**src/rtl/regfile_pkg.sv**
```systemverilog
// Shared CPU constants for the register file, destination mux and controller.
// Latency: n/a (declarations only).
// Backpressure: n/a (declarations only).
// Contents: default widths, architectural register indices, destination-select encoding.
package regfile_pkg;

  // Default datapath geometry for the CPU core.
  localparam int CPU_DATA_W = 32;
  localparam int CPU_ADDR_W = 5;

  // Architectural register indices with fixed meaning.
  localparam logic [CPU_ADDR_W-1:0] REG_ZERO = 5'd0;   // hard-wired zero
  localparam logic [CPU_ADDR_W-1:0] REG_RA   = 5'd31;  // link register (jal target)

  // 2-bit select of the destination mux that drives the write index.
  typedef enum logic [1:0] {
    DST_RD  = 2'd0,
    DST_RT  = 2'd1,
    DST_RA  = 2'd2,
    DST_ALT = 2'd3
  } dest_sel_e;

endpackage

```
**src/rtl/regfile_if.sv**
```systemverilog
// Bundle of the register-file write port, two read ports, debug port and write counter.
// Latency: reads are combinational; writes land on the next rising clk edge.
// Backpressure: none; the register file accepts a write every cycle.
// Modports: master drives indices/write data and observes read data; slave is the register file.
interface regfile_if #(
  parameter int DATA_W = 32,
  parameter int ADDR_W = 5
);
  logic              we;
  logic [ADDR_W-1:0] waddr;
  logic [DATA_W-1:0] wdata;
  logic [ADDR_W-1:0] raddr1;
  logic [DATA_W-1:0] rdata1;
  logic [ADDR_W-1:0] raddr2;
  logic [DATA_W-1:0] rdata2;
  logic [ADDR_W-1:0] dbg_addr;
  logic [DATA_W-1:0] dbg_data;
  logic [15:0]       wr_count;

  modport master (
    output we, waddr, wdata, raddr1, raddr2, dbg_addr,
    input  rdata1, rdata2, dbg_data, wr_count
  );

  modport slave (
    input  we, waddr, wdata, raddr1, raddr2, dbg_addr,
    output rdata1, rdata2, dbg_data, wr_count
  );
endinterface

```
**src/rtl/regfile.sv**
```systemverilog
// 2**ADDR_W x DATA_W register file, index 0 reads zero, optional write-to-read forwarding.
// Latency: zero-cycle combinational reads; writes commit on the rising clk edge.
// Backpressure: none; one write and three reads are serviced every cycle.
// Ports: clk, rst (sync, active-high), bus (regfile_if.slave: we/waddr/wdata, raddr1/rdata1,
//        raddr2/rdata2, dbg_addr/dbg_data, wr_count = committed non-zero-index writes, wraps).
module regfile
  import regfile_pkg::*;
#(
  parameter int DATA_W = CPU_DATA_W,
  parameter int ADDR_W = CPU_ADDR_W,
  parameter int BYPASS = 1
) (
  input  logic      clk,
  input  logic      rst,
  regfile_if.slave  bus
);

  localparam int DEPTH = 2 ** ADDR_W;
  localparam logic [ADDR_W-1:0] ZERO_IDX = ADDR_W'(REG_ZERO);

  // Plain flop array; the forwarding muxes sit outside it so the array
  // itself stays a simple write-port/read-port memory.
  logic [DATA_W-1:0] regs [DEPTH];
  logic [15:0]       wr_count_q;
  logic              wr_commit;

  // A write is real only when enabled, not aimed at the zero register and
  // not swallowed by reset. The short-circuit on we keeps an X/Z index
  // from leaking into the commit decision when the port is idle.
  assign wr_commit = bus.we && !rst && (bus.waddr != ZERO_IDX);

  always_ff @(posedge clk) begin
    if (rst) begin
      for (int i = 0; i < DEPTH; i++) begin
        regs[i] <= '0;
      end
      wr_count_q <= '0;
    end else if (wr_commit) begin
      regs[bus.waddr] <= bus.wdata;
      wr_count_q      <= wr_count_q + 16'd1;
    end
  end

  // One read port: index 0 is forced to zero independent of the array
  // contents, then the pending write is forwarded when enabled and matching.
  function automatic logic [DATA_W-1:0] read_port(
    input logic [ADDR_W-1:0] ra,
    input logic [DATA_W-1:0] stored,
    input logic              commit,
    input logic [ADDR_W-1:0] wa,
    input logic [DATA_W-1:0] wd,
    input logic              fwd_en
  );
    logic [DATA_W-1:0] val;
    val = stored;
    if (fwd_en && commit && (ra == wa)) begin
      val = wd;
    end
    if (ra == ZERO_IDX) begin
      val = '0;
    end
    return val;
  endfunction

  logic [DATA_W-1:0] rdata1_c;
  logic [DATA_W-1:0] rdata2_c;
  logic [DATA_W-1:0] dbg_data_c;

  always_comb begin
    rdata1_c   = read_port(bus.raddr1, regs[bus.raddr1], wr_commit,
                           bus.waddr, bus.wdata, BYPASS != 0);
    rdata2_c   = read_port(bus.raddr2, regs[bus.raddr2], wr_commit,
                           bus.waddr, bus.wdata, BYPASS != 0);
    // Trace port shows architectural state only, so forwarding is off.
    dbg_data_c = read_port(bus.dbg_addr, regs[bus.dbg_addr], wr_commit,
                           bus.waddr, bus.wdata, 1'b0);
  end

  assign bus.rdata1   = rdata1_c;
  assign bus.rdata2   = rdata2_c;
  assign bus.dbg_data = dbg_data_c;
  assign bus.wr_count = wr_count_q;

endmodule
```
**src/flat_wrapper.sv**
```systemverilog
// flat-port wrapper written by rule: the top's interface ports become plain ports
module regfile_flat import regfile_pkg::*;
#(
  parameter int DATA_W = CPU_DATA_W,
  parameter int ADDR_W = CPU_ADDR_W,
  parameter int BYPASS = 1
)
  (clk, rst, bus_we, bus_waddr, bus_wdata, bus_raddr1, bus_raddr2, bus_dbg_addr, bus_rdata1, bus_rdata2, bus_dbg_data, bus_wr_count);
  regfile_if #(.DATA_W(DATA_W), .ADDR_W(ADDR_W)) bus_i ();
  input  logic clk;
  input  logic rst;
  input wire logic [$bits(bus_i.we)-1:0] bus_we;
  input wire logic [$bits(bus_i.waddr)-1:0] bus_waddr;
  input wire logic [$bits(bus_i.wdata)-1:0] bus_wdata;
  input wire logic [$bits(bus_i.raddr1)-1:0] bus_raddr1;
  input wire logic [$bits(bus_i.raddr2)-1:0] bus_raddr2;
  input wire logic [$bits(bus_i.dbg_addr)-1:0] bus_dbg_addr;
  output wire logic [$bits(bus_i.rdata1)-1:0] bus_rdata1;
  output wire logic [$bits(bus_i.rdata2)-1:0] bus_rdata2;
  output wire logic [$bits(bus_i.dbg_data)-1:0] bus_dbg_data;
  output wire logic [$bits(bus_i.wr_count)-1:0] bus_wr_count;
  assign bus_i.we = bus_we;
  assign bus_i.waddr = bus_waddr;
  assign bus_i.wdata = bus_wdata;
  assign bus_i.raddr1 = bus_raddr1;
  assign bus_i.raddr2 = bus_raddr2;
  assign bus_i.dbg_addr = bus_dbg_addr;
  assign bus_rdata1 = bus_i.rdata1;
  assign bus_rdata2 = bus_i.rdata2;
  assign bus_dbg_data = bus_i.dbg_data;
  assign bus_wr_count = bus_i.wr_count;
  regfile #(.DATA_W(DATA_W), .ADDR_W(ADDR_W), .BYPASS(BYPASS)) u_core (.clk(clk), .rst(rst), .bus(bus_i));
endmodule
```
**config.mk**
```make
export PLATFORM = sky130hd
export DESIGN_NAME = regfile_flat
export DESIGN_NICKNAME = d
export VERILOG_FILES = /design/src/rtl/regfile_pkg.sv /design/src/rtl/regfile_if.sv /design/src/rtl/regfile.sv /design/src/flat_wrapper.sv
export SDC_FILE = /design/constraint.sdc
export NUM_CORES = 2
export LEC_CHECK = 0
export BUFFER_PORTS_ARGS = -buffer_cell sky130_fd_sc_hd__buf_2
export CORE_MARGIN = 8
export CORE_UTILIZATION = 25
export CTS_BUF_LIST = sky130_fd_sc_hd__clkbuf_8
export DETAILED_ROUTE_END_ITERATION = 7
export GPL_TIMING_DRIVEN = 0
export PLACE_DENSITY = 0.38
export SYNTH_ARGS = -nofsm -noshare
export SYNTH_HDL_FRONTEND = slang
export SYNTH_SLANG_ARGS = --single-unit
```
**constraint.sdc**
```tcl
create_clock -name clk -period 4.2 [get_ports clk]
set_clock_uncertainty 0.2 [all_clocks]
set_input_delay 0 -clock clk [delete_from_list [all_inputs] [get_ports clk]]
set_output_delay 0 -clock clk [all_outputs]
set_load 0.005 [all_outputs]
```
==> flow_summary.toml <==
[power_and_ir_drop]
p_sw_mw = 9.45
seqPwrFrac_pct = 44.3
ir_worst_vdd_mv = 0.388
p_leak_nw = 25.2
power.internal_mw = 18.7
comb_power_share_pct = 21.3
p_clk_share_pct = 34.4
p_per_area_nw_per_um2 = 379
switching_share_pct = 33.5

[drt]
dr_total_vias = 47800
drc = 0
ant_nets = 0
drtIter0Drc = 7518
drt_wl_total_mm = 396
wl_per_cell_microns = 47.3
vias_per_cell = 5.72
drt_pass1_iterations = 5

[worst_setup_path]
path_class = "in -> out"
cpMostUsedCell = "clkbuf_1"
worstPathMaxFanout = 10
rrSetupSlack_ns = 1.66
arrival_ns = 4.26
required_ns = 4.00
cpPeakStageDelay_ns = 0.87
cp_top_family = "compound AO/OA/AOI/OAI gates"
critPathSlowestCell = "clkbuf_1"
path_cells = "clkbuf_1 -> nor2_1 -> a211oi_2 -> and4_1 -> clkbuf_1 -> a22oi_1 -> o21ai_0 -> buf_2"
start_kind = "input pin"
cp_num_buf_inv = 3
critPathCaptureType = "output port"

[cells_and_area]
area_delta_synth_final_pct = 15.8
multi_input_area_sq_um = 31200
regArea_sq_um = 31100
nNetsFinal = 4867
fillCellCount = 25800
post_route_cells_drive_above_1_share_pct = 30.4
fin_util_pct = 29.0

[timing]
drv_slew = 18
post-route-period-util_pct = 106
tightest_slew_ns = 1.54
fin_ws_ns = -0.256
max-slew-margin-rel_pct = -2.89
fmax_ghz = 0.224
fin_crit_ns = 4.46
setup_viol = 25
hold_viol = 0

[clocking]
cts_buffers = 202
post-cts-setup-buffers = 0
clk_pin_slew_worst_paths_ns = 0.06
cts_tree = "yes"
cts_buffer_depth = 3
h-tree-depth = 4
clock_latency_ns = 1.01
cts.sinks = 1040
ctsRootBufferMaster = "clkbuf_8"

[synthesis]
synth_cells = 4319
ys_types = 51
ys_async_sr_fraction_pct = 0
yosysMostFrequentCell = "edfxtp_1"
syn-mean-instance-area_sq_um = 14.9
synth_edf_count = 1024
synthTopCellsByArea = "edfxtp_1 48%, mux4_2 28%, and2_1 9.7%"
ys.flop_type = "edfxtp_1"
synth-seq-area-share_pct = 48.4
synth_area_sq_um = 64200
yosys_warnings = 0
synth_top_area_share_pct = 47.9
synth_top_area_cell = "edfxtp_1"
synth-seq-cells = 1040
synthTopCellsByCount = "1024 x edfxtp_1, 996 x and2_1, 801 x mux4_2"

[global_route]
antenna_found_initial = 62
grt_pass1_wl_mm = 498
grt_pass1_vias = 45600
grt_overflow = 0
grt_max_degree = 33
track_usage_pct = 28.1

[run]
maxCapViolCount = 2

[placement]
gp_congestion = 1.04
dpl.hpwl_mm = 306
numPortBuffers = 155
post-place-ws_ns = -0.882

[outcome]
status = "finished with violations"
failed_checks = "max-capacitance violations, max-slew violations, negative setup slack"

[die]
die_area_sq_um = 273000
ios = 167
rows = 186
core_area_sq_um = 256000
start_util_pct = 25.1
die_w_microns = 523
die_height_microns = 523

[hold_path]
hold_path.class = "in -> reg"
-- final cells by class --
class                      count  area share, %
multi-input combinational   2816           41.9
buffer                       485           3.01
inverter                       5         0.0252
clock inverter               146          0.971
timing repair buffer         261           2.75
antenna                       22         0.0740
sequential                  1040           41.8
tap                         3384           5.69
clock buffer                 204           3.77
-- power groups by stage --
stage                     combinational (mW)  sequential (mW)  clock [mW]
after floorplan                         2.78             12.4           0
after global placement                  5.66             12.6           0
after detailed placement                5.69             12.6           0
after CTS                               5.79             12.4        9.81
after global routing                    5.96             12.5        10.2
final                                   6.01             12.5        9.70
-- cells in the final DEF (no fill, tap or decap), drive strengths merged, types with 12 or more instances in the layout --
master and instances:
nand3 29, clkinv 70, clkbuf 527, nor2 137
nand2 68, mux4 801, a21oi 66, or2 34
inv 73, o21ai 65, a32oi 12, nor2b 39
mux2 37, a211oi 44, diode 22, a221oi 20
edfxtp 1024, dfxtp 16, buf 338, o22ai 50
nor3 37, dlygate4sd3 85, a22oi 47, conb 32
mux2i 182, and2 996
-- per-stage QoR --
stage	cells	hold slack (ns)	TNS, ns	total power [mW]	cell area, sq um
2_1_floorplan	4350	-0.104	0	15.2	64300
3_3_place_gp	7889	0.221	-144.58	18.3	69400
3_5_place_dp	7910	0.230	-94.12	18.3	69800
4_1_cts	8341	0.0392	0	28.0	74300
5_1_grt	8345	0.127	-0.00153	28.7	74300
6_report	8363	0.119	-2.09	28.2	74400
-- cells by family (layout without fill, tap and decap cells) --
family                     Yosys count  count (layout)  share of synthesized area [%]
buffers and inverters              494            1101                           3.38
DFF                               1040            1040                           48.4
AOI/OAI and AO/OA                  371             371                           3.90
adders and majority gates            1               1                         0.0195
muxes                             1020            1020                           31.6
other                                1              54                        0.00584
xor gates and xnor gates            22              22                          0.300
and+or+nand+nor                   1370            1370                           12.5
-- final timing paths --
| check | from | to | depth (start not counted) |
|---|---|---|---|
| worst max register to register | u_core.bus.wr_count[0] | u_core.bus.wr_count[8] | 7 |
| worst max-delay path | bus_waddr[1] | bus_rdata2[21] | 8 |
| worst min-delay path | bus_wdata[12] | u_core.regs[18][12] | 4 |
| worst min register to register | u_core.bus.wr_count[14] | u_core.bus.wr_count[14] | 2 |
-- tightest hold or removal path: cells and delay by family --
| family | cells | cell delay [ns] |
|---|---|---|
| simple gates | 1 | 0.18 |
| buf+inv | 3 | 0.97 |
-- layer usage --
metal	share of wire, %	global-route usage, %	vias up
li1	-	-	18100
met1	40	36.6	25700
met2	43	41.1	3259
met3	10	9.10	704
met4	6.8	16.0	4
met5	0.0073	0	-
-- what timing repair did --
action	in CTS	in global routing
pin swaps	0	0
gates cloned	0	0
endpoints found under the hold margin	1040	0
resized for setup	39	3
hold buffers	85	0
setup endpoints to repair	57	3
-- flip-flops by register name, indices dropped and copies added (netlist names) --
name / count
u_core.bus.wr_count: 16
u_core.regs: 1024
Power figures use the tool's default switching activity.
